$ cat src/rtl/alu_pkg.sv
// Shared types for the sequencing ALU: width, op codes, FSM states.
// Imported by the interface, the top and the multiplier.
package alu_pkg;

  localparam int ALU_DATA_W = 18;

  typedef enum logic [2:0] {
    OP_PASS_A = 3'd0,
    OP_ADD    = 3'd1,
    OP_SUB    = 3'd2,
    OP_INC    = 3'd3,
    OP_DEC    = 3'd4,
    OP_MUL    = 3'd5,
    OP_PASS_B = 3'd6,
    OP_CLR    = 3'd7
  } op_e;

  typedef enum logic {
    ST_IDLE = 1'b0,
    ST_MUL  = 1'b1
  } state_e;

endpackage

$ cat src/rtl/alu_seq_if.sv
// Control-unit handshake and operand bus for alu_seq.
// master: start, op, alu_a, alu_b out; result, z_flag, busy, done in.
interface alu_seq_if #(
  parameter int DATA_W = alu_pkg::ALU_DATA_W
);
  logic              start;
  logic [2:0]        op;
  logic [DATA_W-1:0] alu_a;
  logic [DATA_W-1:0] alu_b;
  logic [DATA_W-1:0] result;
  logic              z_flag;
  logic              busy;
  logic              done;

  modport master (
    output start, op, alu_a, alu_b,
    input  result, z_flag, busy, done
  );

  modport slave (
    input  start, op, alu_a, alu_b,
    output result, z_flag, busy, done
  );
endinterface

$ cat src/rtl/alu_mul_seq.sv
// Iterative shift-add multiplier, one multiplier bit per clock, LSB first.
// Ports: clk, rst_n (sync), load, a, b in; product (next value), last out.
module alu_mul_seq #(
  parameter int DATA_W = 18
) (
  input  logic              clk,
  input  logic              rst_n,
  input  logic              load,
  input  logic [DATA_W-1:0] a,
  input  logic [DATA_W-1:0] b,
  output logic [DATA_W-1:0] product,
  output logic              last
);
  localparam int CW = $clog2(DATA_W);

  logic [DATA_W-1:0] r_mcand;
  logic [DATA_W-1:0] r_mplier;
  logic [DATA_W-1:0] r_prod;
  logic [CW-1:0]     r_cnt;
  logic              r_run;
  logic [DATA_W-1:0] w_add;

  assign w_add = r_mplier[0] ? r_mcand : '0;
  // product is the value after this cycle's step, so
  // the top can capture the final product on the last edge
  assign product = r_prod + w_add;
  assign last = r_run && (r_cnt == CW'(DATA_W - 1));

  always_ff @(posedge clk) begin
    if (!rst_n) begin
      r_mcand  <= '0;
      r_mplier <= '0;
      r_prod   <= '0;
      r_cnt    <= '0;
      r_run    <= 1'b0;
    end else if (load) begin
      r_mcand  <= a;
      r_mplier <= b;
      r_prod   <= '0;
      r_cnt    <= '0;
      r_run    <= 1'b1;
    end else if (r_run) begin
      r_prod   <= product;
      r_mcand  <= r_mcand << 1;
      r_mplier <= r_mplier >> 1;
      r_cnt    <= r_cnt + 1'b1;
      if (last)
        r_run <= 1'b0;
    end
  end
endmodule

$ cat src/rtl/alu_seq.sv
// Sequencing ALU: single-cycle ops plus iterative MUL, start/busy/done.
// Ports: clk, rst_n (sync, active-low), bus (alu_seq_if.slave).
module alu_seq
  import alu_pkg::*;
#(
  parameter int DATA_W = ALU_DATA_W
) (
  input logic    clk,
  input logic    rst_n,
  alu_seq_if.slave bus
);
  state_e            r_state;
  logic [DATA_W-1:0] r_result;
  logic              r_z;
  logic              r_busy;
  logic              r_done;

  op_e               w_op;
  logic [DATA_W-1:0] w_alu;
  logic [DATA_W-1:0] w_product;
  logic              w_last;
  logic              w_load;

  assign w_op = op_e'(bus.op);
  assign w_load = bus.start && (r_state == ST_IDLE)
               && (w_op == OP_MUL);

  always_comb begin
    w_alu = '0;
    unique case (w_op)
      OP_PASS_A: w_alu = bus.alu_a;
      OP_ADD:    w_alu = bus.alu_a + bus.alu_b;
      OP_SUB:    w_alu = bus.alu_a - bus.alu_b;
      OP_INC:    w_alu = bus.alu_a + DATA_W'(1);
      OP_DEC:    w_alu = bus.alu_a - DATA_W'(1);
      OP_MUL:    w_alu = '0;
      OP_PASS_B: w_alu = bus.alu_b;
      OP_CLR:    w_alu = '0;
    endcase
  end

  alu_mul_seq #(
    .DATA_W (DATA_W)
  ) u_mul (
    .clk     (clk),
    .rst_n   (rst_n),
    .load    (w_load),
    .a       (bus.alu_a),
    .b       (bus.alu_b),
    .product (w_product),
    .last    (w_last)
  );

  always_ff @(posedge clk) begin
    if (!rst_n) begin
      r_state  <= ST_IDLE;
      r_result <= '0;
      r_z      <= 1'b0;
      r_busy   <= 1'b0;
      r_done   <= 1'b0;
    end else begin
      r_done <= 1'b0;
      unique case (1'b1)
        (r_state == ST_IDLE): begin
          if (bus.start) begin
            if (w_op == OP_MUL) begin
              r_state <= ST_MUL;
              r_busy  <= 1'b1;
            end else begin
              r_result <= w_alu;
              r_z      <= (w_alu == '0);
              r_done   <= 1'b1;
            end
          end
        end
        (r_state == ST_MUL): begin
          if (w_last) begin
            r_result <= w_product;
            r_z      <= (w_product == '0);
            r_done   <= 1'b1;
            r_busy   <= 1'b0;
            r_state  <= ST_IDLE;
          end
        end
        default: ;
      endcase
    end
  end

  assign bus.result = r_result;
  assign bus.z_flag = r_z;
  assign bus.busy   = r_busy;
  assign bus.done   = r_done;
endmodule
$ cat src/flat_wrapper.sv
// flat-port wrapper written by rule: the top's interface ports become plain ports
module alu_seq_flat import alu_pkg::*;
#(
  parameter int DATA_W = ALU_DATA_W
)
  (clk, rst_n, bus_start, bus_op, bus_alu_a, bus_alu_b, bus_result, bus_z_flag, bus_busy, bus_done);
  alu_seq_if #(.DATA_W(DATA_W)) bus_i ();
  input logic clk;
  input logic rst_n;
  input wire logic [$bits(bus_i.start)-1:0] bus_start;
  input wire logic [$bits(bus_i.op)-1:0] bus_op;
  input wire logic [$bits(bus_i.alu_a)-1:0] bus_alu_a;
  input wire logic [$bits(bus_i.alu_b)-1:0] bus_alu_b;
  output wire logic [$bits(bus_i.result)-1:0] bus_result;
  output wire logic [$bits(bus_i.z_flag)-1:0] bus_z_flag;
  output wire logic [$bits(bus_i.busy)-1:0] bus_busy;
  output wire logic [$bits(bus_i.done)-1:0] bus_done;
  assign bus_i.start = bus_start;
  assign bus_i.op = bus_op;
  assign bus_i.alu_a = bus_alu_a;
  assign bus_i.alu_b = bus_alu_b;
  assign bus_result = bus_i.result;
  assign bus_z_flag = bus_i.z_flag;
  assign bus_busy = bus_i.busy;
  assign bus_done = bus_i.done;
  alu_seq #(.DATA_W(DATA_W)) u_core (.clk(clk), .rst_n(rst_n), .bus(bus_i));
endmodule
$ cat config.mk
export PLATFORM = sky130hd
export DESIGN_NAME = alu_seq_flat
export DESIGN_NICKNAME = d
export VERILOG_FILES = /design/src/rtl/alu_pkg.sv /design/src/rtl/alu_seq_if.sv /design/src/rtl/alu_mul_seq.sv /design/src/rtl/alu_seq.sv /design/src/flat_wrapper.sv
export SDC_FILE = /design/constraint.sdc
export NUM_CORES = 1
export LEC_CHECK = 0
export ABC_AREA = 1
export CORE_MARGIN = 2
export CORE_UTILIZATION = 33
export DETAILED_ROUTE_END_ITERATION = 8
export PLACE_DENSITY = 0.5
export RECOVER_POWER = 100
export SYNTH_ARGS = -nofsm -noshare
export SYNTH_HDL_FRONTEND = slang
export SYNTH_SLANG_ARGS = --single-unit
export TNS_END_PERCENT = 5
$ cat constraint.sdc
create_clock -name clk -period 3.7 [get_ports clk]
set_clock_uncertainty 0.15 [all_clocks]
set_input_delay 0.74 -clock clk [delete_from_list [all_inputs] [get_ports clk]]
set_output_delay 0.74 -clock clk [all_outputs]
set_load 0.01 [all_outputs]
After elaboration in Yosys (flattened, before gate mapping):

Cells that the tools add are included.

* register bits: 82
* output and inout port bits: 21
* logic and storage cells: 69

* $add $sub $neg: 6
* equal/unequal tests: 12
* multiplexer cells: 28
* bitwise operators: 2
* reductions and logical operators: 11

Operator list (number)
* 2-to-1 mux 18 bit: 8
* one-hot mux 18 bit (7 select lines): 1
* adder 18 bit: 2
* zero test 18 bit: 2
* one-hot mux 18 bit (2 select lines): 1
* adder 18 x 1 -> 18 bit, second input constant: 1
* subtractor 18 x 1 -> 18 bit, second input constant: 1
* subtractor 18 bit: 1
* 2-to-1 mux 1 bit: 14
* equality test 3 bit, second input constant: 4
* != test 2 bit, second input constant: 4
* one-hot mux 1 bit (2 select lines): 4
* equality test 3 x 2 -> 1 bit, second input constant: 2
* AND reduction 3 bit: 2
* adder 5 x 1 -> 5 bit, second input constant: 1
* equality test 5 bit, second input constant: 1
* OR reduction 2 bit: 2
* equality test 3 x 1 -> 1 bit, second input constant: 1
* logical AND 1 bit: 3
* zero test 3 bit: 1
* NOT 1 bit: 2
* nonzero test 2 bit: 1

Logic depth before layout (Yosys ltp):

Gate-level depths: netlist of run 1.

* depth in word-level cells: 7
* gate-level depth with buffers: 31
* depth with buffers taken out: 31

By module:

Synthesis of run 1 repeated with hierarchy kept, for this count alone.

* cells, all modules: 1148
* area, all modules: 6786.5 um2

By module, submodules not included
* alu_mul_seq: times used 1, cells an instance 579, area each 3701.0 um2
* alu_seq: times used 1, cells an instance 569, area each 3085.5 um2

Worst setup path after synthesis of run 1:

OpenSTA, ideal clock, no wires.

* kind: in2reg
* from: input bus_alu_b[0]
* to: register u_core.r_z (netlist: u_core.bus.z_flag)
* arrival: 3.375 ns
* data required time: 3.480 ns
* setup slack: 0.105 ns
* stages: 25
* path buffers: 0
* cells stage by stage: inv_1 > ha_1 > inv_1 > nor2_1 > nand2_1 > nor2_1 > inv_1 > o21ai_0 > nand2_1 > a32o_1 > ha_1 > nand2_2 > inv_1 > a21oi_1 > nand2_2 > nand2_1 > nand2_2 > or2_0 > nand3_1 > nand2_1 > nor2_1 > nand2_1 > nor2_1 > nand3_1 > a21oi_1

* longest elaborated chain between the ends: 6
* elaborated cells on any way between the ends: 7
* classes of those cells: 2 x add/sub; 4 x mux; 1 x reduce/logical

RTL lines
* start: declaration: RTL line flat_wrapper.sv:13 `input wire logic [$bits(bus_i.alu_b)-1:0] bus_alu_b;`
* subtractor 18 bit or adder 18 bit (tied branches): RTL line alu_seq.sv:33, alu_seq.sv:32
* one-hot mux 18 bit (7 select lines) *: RTL line alu_seq.sv:30 `unique case (w_op)`
* zero test 18 bit *: RTL line alu_seq.sv:71 `r_z <= (w_alu == '0);`
* 2-to-1 mux 1 bit *: RTL line alu_seq.sv:66 `if (w_op == OP_MUL) begin`
* 2-to-1 mux 1 bit *: RTL line alu_seq.sv:65 `if (bus.start) begin`
* one-hot mux 1 bit (2 select lines) *: RTL line alu_seq.sv:63 `unique case (1'b1)`
* end signal: assignment: RTL line alu_seq.sv:71
* end signal: assignment: RTL line alu_seq.sv:79 `r_z <= (w_product == '0);`
* end: declaration: RTL line alu_seq.sv:14 `logic r_z;`

Every way passes the cells marked *; elsewhere a longest branch is shown, timed or not. The select of a mux whose other input is x is not followed.
A chain may end at the register's enable or synchronous reset.

Worst setup path in the final report of run 1:

* from: input bus_alu_b[9]
* to: register u_core.r_z (netlist: u_core.bus.z_flag)

Same word-level chain as after synthesis.

==> flow_metrics.env, run 1 <==
export IMPL_syn_avg_cell_area_um2=5.875
export IMPL_min_period_ps=3470
export IMPL_endpoint_kind="flip-flop"
export IMPL_yosys_cell_count_top_type="nand2_1"
export IMPL_grt_usage_pct=21.59
export IMPL_start_kind="primary input"
export IMPL_hold_viol=0
export IMPL_drt_total_wl_um=23320
export IMPL_ys_types=35
export IMPL_final_antenna_net_count=0
export IMPL_ctsHoldBuffers=0
export IMPL_diodes=0
export IMPL_synth_flop_cell="dfxtp_1"
export IMPL_p_switching_mw=0.8951
export IMPL_setup_tns_ps=0
export IMPL_grt_setup_unrepaired="true"
export IMPL_ir_worst_vdd_mv=0.2049
export IMPL_power_frac_seq_pct=32.8
export IMPL_slew_headroom_pct=47.35
export IMPL_place_congestion=0.9005
export IMPL_fmax_mhz=288.2
export IMPL_rr_worst_depth=20
export IMPL_grt_max_degree=70
export IMPL_drv_slew=0
export IMPL_dr_pass1_iters=5
export IMPL_hpwl_um=18690
export IMPL_netlist_area_mm2=0.006633
export IMPL_fin_area_mm2=0.008954
export IMPL_via_per_inst=4.912
export IMPL_syn_nets=1210
export IMPL_synth_top_cell_area_share_pct=24.75
export IMPL_leakage_nw=4.349
export IMPL_wl_per_cell_um=15.02
export IMPL_setup_viol=0
export IMPL_max_cap_violations=0
export IMPL_synthArstFlopShare_pct=0
export IMPL_yosys_register_bits=82
export IMPL_die_height_um=145.8
export IMPL_clockRootBuffer="clkbuf_16"
export IMPL_ys_seq_area_share_pct=24.75
export IMPL_clkPwrFrac_pct=35.1
export IMPL_route_detailed_drc=0
export IMPL_die_area_mm2=0.02125
export IMPL_path_class="primary input to flip-flop"
export IMPL_min_period_over_period_pct=93.77
export IMPL_ios=63
export IMPL_clock_sinks=82
export IMPL_cts_tree="done"
export IMPL_grt_pass1_wl_um=37050
export IMPL_synthToLayoutAreaGrowth_pct=34.99
export IMPL_core_area_mm2=0.01959
export IMPL_yosys_warnings=0
export IMPL_die_width_um=145.8
export IMPL_start_util_pct=33.86
export IMPL_power_mw=2.875
export IMPL_clock_latency_ps=340
export IMPL_synth_edf_count=0
export IMPL_cts_made_buffers=9
export IMPL_htreeDepth=3
export IMPL_cp_max_fo=4
export IMPL_power_density_mw_per_mm2=321.1
export IMPL_comb_power_share_pct=32.1
export IMPL_std_cell_rows=51
export IMPL_post_synth_top_area_cell="dfxtp_1"
export IMPL_syn_inst=1129
export IMPL_antenna_found_initial=0
export IMPL_grt_pass1_vias=7190
export IMPL_internal_power_mw=1.980
export IMPL_drive_gt1_share_pct=17.40
export IMPL_place_area_mm2=0.008315
export IMPL_final_net_count=1364
export IMPL_synth_top_cells_by_count="nand2_1 (357), inv_1 (148), nand3_1 (124), nor2_1 (87), dfxtp_1 (82)"
export IMPL_vias=7624
export IMPL_netSwitchingFraction_pct=31.13
export IMPL_clockBufferDepth=2
export IMPL_drtIter0Drc=562
export IMPL_worstMarginPinSlew_ps=789.8
export IMPL_critPathRequiredTime_ps=3820
export IMPL_fill_cells=2066
export IMPL_min_path_type="flip-flop to flip-flop"
export IMPL_whs_path_depth=1
export IMPL_arrival_ps=3590
export IMPL_yosys_top_cells_area="dfxtp_1 (25%), nand2_1 (20%), nand3_1 (9.4%)"
export IMPL_status="complete, no violations"
export IMPL_overflow=0
export IMPL_portBuffers=62
export IMPL_path_clk_slew_ps=60
## sequential cells by signal (all words and copies together), names as in the netlist
name and count:
u_core.bus.z_flag 1, u_core.u_mul.r_mplier 18, u_core.bus.result 18, u_core.r_state 1, u_core.u_mul.r_run 1, u_core.bus.done 1
u_core.u_mul.r_mcand 18, u_core.u_mul.r_cnt 5, u_core.u_mul.r_prod 18, u_core.bus.busy 1
## metal layers
metal	global-route usage (%)	wire, um	vias to the layer above
li1	-	-	3988
met1	29.23	11220	3475
met2	37.36	11120	141
met3	1.944	685	20
met4	4.559	295	0
met5	0	0	-
## per-stage QoR
stage          std cells  hold WS (ps)  util, %  worst slack (ps)
2_1_floorplan       1129         272.7        -             105.5
3_3_place_gp        1532         294.6    42.45            -689.4
3_5_place_dp        1532         302.5    42.45            -736.4
4_1_cts             1551         311.7    44.94            0.1323
5_1_grt             1552         342.1    45.70            -32.99
6_report            1552         307.6    45.70             230.5
## worst paths after layout
check                          start               endpoint  slack, ps
max                     bus_alu_b[9]      u_core.bus.z_flag        230
min            u_core.u_mul.r_cnt[4]  u_core.u_mul.r_cnt[4]        310
max reg2reg  u_core.u_mul.r_mcand[0]      u_core.bus.z_flag        660
min reg2reg    u_core.u_mul.r_cnt[4]  u_core.u_mul.r_cnt[4]        310
## what timing repair did
action,CTS,global route
pin swaps,34,33
buffers inserted,4,1
setup endpoints to repair,12,13
gates resized for setup,55,56
## kinds of logic after synthesis
family,after synthesis,share of synthesized area (%)
flip-flops,82,24.75
buffers and inverters,196,11.30
XOR/XNOR,8,1.056
adder cells (fa/ha/maj),39,7.583
AO/OA/AOI/OAI,183,15.49
AND/OR/NAND/NOR,621,39.82
## worst max-delay path: stages
cell and delay, ps:
clkdlybuf4s50_1 510, nor2_2 170, nand2_1 90, inv_1 80, nand2_1 80, buf_4 140
nor4_2 140, o31ai_1 90, buf_4 150, ha_2 370, nand2_2 90, nor2_1 110
nand3_1 110, nand2_1 90, nand2_1 40, nand3_1 70, nand2_1 50, nand2_1 80
nand2_1 60, nor2_1 100, nand3_1 80, a21oi_1 140
## cell type report
| class | count | area, um2 | area share (%) |
|---|---|---|---|
| multi-input combinational | 851 | 4538 | 50.68 |
| clock inverter | 5 | 103.9 | 1.160 |
| tap | 265 | 331.6 | 3.703 |
| clock buffer | 10 | 229.0 | 2.557 |
| timing repair buffer | 181 | 1510 | 16.87 |
| inverter | 158 | 598.1 | 6.680 |
| sequential | 82 | 1643 | 18.35 |
## layout by cell type, fill, tap and decap left out, types with 29 or more instances in the layout
cell | netlist | layout
a21oi_1 | 53 | 43
nand3_1 | 124 | 120
buf_4 | 1 | 115
o21ai_0 | 66 | 58
nand2_1 | 357 | 343
clkdlybuf4s50_1 | 0 | 29
ha_1 | 37 | 30
dfxtp_1 | 82 | 81
nor2_1 | 87 | 73
a31oi_1 | 36 | 36
inv_1 | 148 | 142
## power by group through the flow
stage                     clock network (mW)  logic, mW  registers, mW
final                                   1.01      0.922          0.943
after global placement                     0      0.864          0.963
after floorplan                            0      0.429          0.965
after global routing                    1.07       1.02          0.947
after detailed placement                   0      0.860          0.963
after CTS                               1.03      0.898          0.944
(Power assumes the default switching activity.)
==> run 2, diff against run 1 <==
--- a/config.mk
+++ b/config.mk
@@ -13,5 +13,6 @@
 export RECOVER_POWER = 100
 export SYNTH_ARGS = -nofsm -noshare
 export SYNTH_HDL_FRONTEND = slang
+export SYNTH_HIERARCHICAL = 1
 export SYNTH_SLANG_ARGS = --single-unit
 export TNS_END_PERCENT = 5
==> run 2 against run 1 <==
Net effect: wire length grew 3.9%; cell area is 2.1% higher; synthesized cell count up 1.7%; total power increased by 3.7%; first-iteration DRC count is 24% lower; critical endpoint is now u_core/bus.z_flag; sequential cell count did not move; largest power group is now combinational cells; clock-buffer cell count decreased by 1; sequential share of layout area is 0.39 points lower; core utilization is 0.53 points lower; fmax decreased by 1.0%; die area rose by 2.3%; cell count increased by 2.1%.
==> flow_metrics.env, run 2 <==
export IMPL_syn_inst=1148
export IMPL_synth_edf_count=0
export IMPL_critPathRequiredTime_ps=3830
export IMPL_grt_pass1_vias=6908
export IMPL_layout_common_cells="nand2_1 (356), inv_1 (183), buf_4 (122)"
export IMPL_ys_seq_area_share_pct=24.19
export IMPL_syn_avg_cell_area_um2=5.912
export IMPL_worstMarginPinSlew_ps=787.5
export IMPL_max_cap_violations=0
export IMPL_cts_tree="done"
export IMPL_route_detailed_drc=0
export IMPL_final_antenna_net_count=0
export IMPL_status="complete, no violations"
export IMPL_die_width_um=147.4
export IMPL_cp_max_fo=8
export IMPL_min_from="u_core/bus.result[6]"
export IMPL_clock_latency_ps=350
export IMPL_overflow=0
export IMPL_netlist_area_mm2=0.006787
export IMPL_drv_slew=0
export IMPL_synth_top_cell_area_share_pct=24.19
export IMPL_dr_pass1_iters=5
export IMPL_std_cell_rows=52
export IMPL_vias=7604
export IMPL_leakage_nw=4.820
export IMPL_drtIter0Drc=427
export IMPL_rr_endpoint="u_core/bus.z_flag"
export IMPL_clock_sinks=82
export IMPL_cts_made_buffers=9
export IMPL_rr_worst_depth=16
export IMPL_synthArstFlopShare_pct=0
export IMPL_slew_headroom_pct=47.31
export IMPL_place_congestion=0.9901
export IMPL_final_net_count=1392
export IMPL_path_class="primary input to flip-flop"
export IMPL_post_synth_top_area_cell="dfxtp_1"
export IMPL_diodes=0
export IMPL_htreeDepth=3
export IMPL_die_height_um=147.4
export IMPL_path_clk_slew_ps=60
export IMPL_grt_pass1_wl_um=37530
export IMPL_ios=63
export IMPL_fill_cells=2189
export IMPL_antenna_found_initial=0
export IMPL_fin_util_pct=45.18
export IMPL_fmax_mhz=285.3
export IMPL_grt_usage_pct=22.06
export IMPL_yosys_top_cells_area="dfxtp_1 (24%), nand2_1 (20%), inv_1 (10%)"
export IMPL_setup_viol=0
export IMPL_endpoint_kind="flip-flop"
export IMPL_r2r_setup_slack_ps=480
export IMPL_syn_nets=1229
export IMPL_hpwl_um=19320
export IMPL_drt_total_wl_um=24240
export IMPL_hold_viol=0
export IMPL_grt_max_degree=41
export IMPL_arrival_ps=3640
export IMPL_core_area_mm2=0.02023
export IMPL_synthToLayoutAreaGrowth_pct=34.70
export IMPL_crit_path_end="u_core/bus.z_flag"
export IMPL_drive_gt1_share_pct=17.64
export IMPL_wl_per_cell_um=15.29
export IMPL_setup_tns_ps=0
export IMPL_clockRootBuffer="clkbuf_16"
export IMPL_power_density_mw_per_mm2=326.3
export IMPL_final_common_cell="nand2_1"
export IMPL_yosys_warnings=6
export IMPL_setup_worst_path_start="bus_op[1]"
export IMPL_clockBufferDepth=2
export IMPL_synth_top_cells_by_count="nand2_1 (367), inv_1 (188), nor2_1 (105), dfxtp_1 (82), nand3_1 (78)"
export IMPL_ir_worst_vdd_mv=0.1738
export IMPL_min_period_over_period_pct=94.75
export IMPL_via_per_inst=4.797
export IMPL_ys_types=49
export IMPL_start_kind="primary input"
export IMPL_synth_flop_cell="dfxtp_1"
export IMPL_min_period_ps=3506
export IMPL_die_area_mm2=0.02173
export IMPL_yosys_register_bits=82
export IMPL_yosys_cell_count_top_type="nand2_1"
export IMPL_min_path_type="flip-flop to flip-flop"
export IMPL_start_util_pct=33.54
export IMPL_portBuffers=62
export IMPL_rr_startpoint="u_core/u_mul/r_mcand[0]"
export IMPL_ctsHoldBuffers=0
## run 2: per-stage QoR
step / cell area (um2) / power [mW] / hold WS (ps) / cells / setup WS, ps
after global routing: 9141 / 3.151 / 325.6 / 1585 / -11.40
after global placement: 8348 / 1.874 / 285.9 / 1549 / -631.4
after detailed placement: 8348 / 1.875 / 289.4 / 1549 / -702.4
final: 9141 / 2.983 / 305.0 / 1585 / 194.3
after CTS: 8853 / 2.935 / 301.4 / 1576 / 11.28
after floorplan: 6787 / 1.441 / 272.1 / 1148 / 27.53
## run 2: worst min path at each step
stage	end	cells past startpoint
floorplan	u_core/u_mul/r_cnt[4]	1
global placement	u_core/u_mul/r_cnt[4]	1
detailed placement	u_core/u_mul/r_cnt[4]	1
CTS	u_core/u_mul/r_cnt[4]	1
global route	u_core/u_mul/r_cnt[4]	1
finish	u_core/bus.result[6]	2
## run 2: what timing repair did
| action | 4_1_cts | 5_1_grt |
|---|---|---|
| endpoints found under the setup margin | 9 | 12 |
| gates resized for setup | 33 | 58 |
| buffers inserted | 12 | 9 |
| endpoints found under the hold margin | 0 | 0 |
| pin swaps | 25 | 27 |
## run 2: per-layer routing
layer | global-route usage, % | up-vias | part of all wire (%)
li1 | - | 3973 | -
met1 | 31.46 | 3428 | 49
met2 | 34.88 | 182 | 45
met3 | 2.747 | 21 | 4.0
met4 | 6.683 | 0 | 1.5
met5 | 0 | - | 0
## run 2: logic make-up after synthesis
kind of cell    count (synthesis)  synth area share (%)
compound gates                175                 14.95
buf+inv                       228                 13.24
flops                          82                 24.19
xor+xnor                       16                 2.286
simple gates                  608                 37.92
fa+ha+maj                      39                 7.411
## run 2: worst max-delay path: stages
cell and delay (ps):
dlygate4sd2_1 310, nor2_2 140, nand2_1 90, nand2_2 130, nor2_8 50, nor2_4 220
o21ai_0 140, nand2_1 140, ha_4 230, nand2_1 70, nand2_1 90, nand2_1 80
nand2_2 80, nand3b_1 180, or2_2 280, nand2_1 80, nand3_2 110, nor2_2 120
nand3_1 60, nor2_1 100, nand2_1 70, a21oi_2 120
## run 2: report_power, final
group	switching, mW	internal, mW	total, mW
Combinational	0.567	0.460	1.03
Sequential	0.0212	0.920	0.941
Clock	0.414	0.601	1.01
Total	1.00	1.98	2.98
## run 2: area by class of cell
cell class	instances	area (um2)	area share, %
clock buffer	9	225.2	2.464
clock inverter	6	97.59	1.068
inverter	194	728.2	7.966
multi-input combinational	838	4541	49.67
sequential	82	1642	17.96
tap	270	337.8	3.696
timing repair buffer	186	1570	17.18
==> run 3, diff against run 2 <==
--- a/config.mk
+++ b/config.mk
@@ -9,7 +9,7 @@
 export CORE_MARGIN = 2
 export CORE_UTILIZATION = 33
 export DETAILED_ROUTE_END_ITERATION = 8
-export PLACE_DENSITY = 0.5
+export DONT_BUFFER_PORTS = 1
 export RECOVER_POWER = 100
 export SYNTH_ARGS = -nofsm -noshare
 export SYNTH_HDL_FRONTEND = slang
==> run 3 against run 2 <==
Net effect: die area stayed put; largest power group is now registers; core utilization is 7.2 points lower; highest routed layer unchanged; total power is 13% lower; cell count is 9.1% lower; worst hold slack better by 9.0 ps; via count is 5.1% lower; sequential power is 2% higher; wire length is 6.0% lower; non-clock buffer count is 146 lower; clock-buffer cell count stayed put; sequential cell count stayed put; first-iteration DRC count is 41% higher; critical path type unchanged.
==> flow_metrics.env, run 3 (same netlist as run 2, synthesis figures left out) <==
export IMPL_path_clk_slew_ps=70
export IMPL_rr_worst_depth=16
export IMPL_start_kind="primary input"
export IMPL_min_path_type="flip-flop to flip-flop"
export IMPL_dr_pass1_iters=5
export IMPL_cp_max_fo=5
export IMPL_drv_slew=0
export IMPL_max_cap_violations=0
export IMPL_dp_worst_setup_slack_ps=-229.6
export IMPL_slew_headroom_pct=38.02
export IMPL_setup_tns_ps=0
export IMPL_die_width_um=147.4
export IMPL_synthToLayoutAreaGrowth_pct=13.15
export IMPL_min_period_ps=3460
export IMPL_critPathRequiredTime_ps=3780
export IMPL_grt_max_degree=41
export IMPL_hold_viol=0
export IMPL_die_height_um=147.4
export IMPL_clock_latency_ps=350
export IMPL_leakage_nw=4.043
export IMPL_wl_per_cell_um=15.83
export IMPL_rr_endpoint="u_core/bus.z_flag"
export IMPL_htreeDepth=3
export IMPL_clock_sinks=82
export IMPL_vias=7218
export IMPL_start_util_pct=33.54
export IMPL_final_net_count=1246
export IMPL_min_period_over_period_pct=93.52
export IMPL_r2r_setup_slack_ps=560
export IMPL_clockRootBuffer="clkbuf_16"
export IMPL_fmax_mhz=289.0
export IMPL_antenna_found_initial=0
export IMPL_route_detailed_drc=0
export IMPL_power_density_mw_per_mm2=339.9
export IMPL_core_area_mm2=0.02023
export IMPL_path_class="primary input to flip-flop"
export IMPL_drt_total_wl_um=22790
export IMPL_portBuffers=0
export IMPL_ir_worst_vdd_mv=0.2151
export IMPL_grt_pass1_vias=6435
export IMPL_cpPeakStageDelay_ps=380
export IMPL_std_cell_rows=52
export IMPL_fill_cells=2259
export IMPL_min_from="u_core/u_mul/r_cnt[4]"
export IMPL_final_antenna_net_count=0
export IMPL_endpoint_kind="flip-flop"
export IMPL_layout_common_cells="nand2_1 (358), inv_1 (186), nor2_1 (101)"
export IMPL_cp_cell_sequence="inv_2, ha_2, inv_1, nor2_2, nand4_1, nor2_1, buf_4, a31oi_1, o21ai_0, nand2_1, ha_1, nand2_1, inv_1, nand2_2, nor3_2, nand2_1, nand2_2, nand2_2, nand3_2, nand3_2, buf_4, buf_4, nor2_1, o21ai_0"
export IMPL_cpMaxStageDelayCell="ha_1"
export IMPL_drtIter0Drc=601
export IMPL_ctsHoldBuffers=0
export IMPL_rr_startpoint="u_core/u_mul/r_mcand[0]"
export IMPL_worstMarginPinSlew_ps=926.3
export IMPL_fin_ws_ps=239.7
export IMPL_power_frac_seq_pct=36.7
export IMPL_clkPwrFrac_pct=35.3
export IMPL_status="complete, no violations"
export IMPL_whs_path_depth=1
export IMPL_p_switching_mw=0.8896
export IMPL_die_area_mm2=0.02173
export IMPL_final_common_cell="nand2_1"
export IMPL_grt_pass1_wl_um=35290
export IMPL_cts_made_buffers=9
export IMPL_comb_power_share_pct=28.0
export IMPL_arrival_ps=3540
export IMPL_clockBufferDepth=2
export IMPL_overflow=0
export IMPL_min_to="u_core/u_mul/r_cnt[4]"
export IMPL_setup_viol=0
export IMPL_cts_tree="done"
export IMPL_internal_power_mw=1.721
export IMPL_netSwitchingFraction_pct=34.08
export IMPL_diodes=0
export IMPL_via_per_inst=5.013
export IMPL_drive_gt1_share_pct=9.915
export IMPL_hpwl_um=18110
export IMPL_place_congestion=0.9625
export IMPL_grt_usage_pct=20.82
export IMPL_ios=63
-- run 3: cell types whose count changed in the layout (fill, tap and decap cells not counted), moves of 5 or more --
cell / previous run / this run
buf_4: 122 / 35
nand3_1: 66 / 72
ha_4: 8 / 3
clkdlybuf4s50_1: 50 / 0
o21ai_0: 68 / 79
nor2_1: 96 / 101
dlymetal6s2s_1: 9 / 0
a21oi_1: 32 / 37
o21ai_1: 14 / 4
nand3_2: 18 / 12
-- run 3: critical path: cells and delay by family --
family	cells	cell delay (ps)
buffers and inverters	6	590
and+or+nand+nor	13	1360
AOI/OAI and AO/OA	3	290
adders and majority gates	2	550
-- run 3: how the worst max path moves through the flow --
| stage | startpoint | end | slack (ps) |
|---|---|---|---|
| global route | bus_alu_b[1] | u_core/bus.z_flag | -30 |
| floorplan | bus_alu_b[0] | u_core/bus.z_flag | 30 |
| CTS | bus_alu_b[0] | u_core/bus.z_flag | 140 |
| detailed placement | bus_alu_b[1] | u_core/bus.z_flag | -230 |
| finish | bus_alu_b[1] | u_core/bus.result[13] | 240 |
| global placement | bus_alu_b[0] | u_core/bus.z_flag | -130 |
-- run 3: what timing repair did --
action	CTS	global route
gates resized for setup	0	42
setup buffers	0	5
endpoints found under the setup margin	0	6
-- run 3: cell type report --
cell class | instances | area (um2) | share of cell area [%]
inverter | 194 | 728.2 | 9.483
multi-input combinational | 838 | 4382 | 57.06
timing repair buffer | 40 | 289.0 | 3.764
tap | 270 | 337.8 | 4.400
clock buffer | 9 | 225.2 | 2.933
sequential | 82 | 1642 | 21.38
clock inverter | 7 | 75.07 | 0.9777
-- run 3: power by group through the flow --
stage                     clock, mW  sequential (mW)  combinational [mW]
after floorplan                   0            0.967               0.475
after global placement            0            0.977               0.667
after detailed placement          0            0.978               0.670
after CTS                     0.936            0.958               0.673
after global routing          0.980            0.962               0.816
final                         0.921            0.958               0.732
-- run 3: routing by layer --
layer	track usage (%)	up-vias	routed length, um
met5	0	-	0
met1	29.35	3260	10710
met3	4.444	30	1763
met4	5.625	0	450
met2	32.22	250	9863
li1	-	3678	-
-- run 3: stage by stage --
stage	hold slack, ps	util, %	area (um2)	instances	total power, mW
2_1_floorplan	272.1	-	6787	1148	1.441
3_3_place_gp	282.5	35.67	7217	1419	1.645
3_5_place_dp	299.8	35.67	7217	1419	1.648
4_1_cts	308.4	37.15	7517	1435	2.567
5_1_grt	339.0	37.95	7679	1440	2.758
6_report	314.0	37.95	7679	1440	2.610
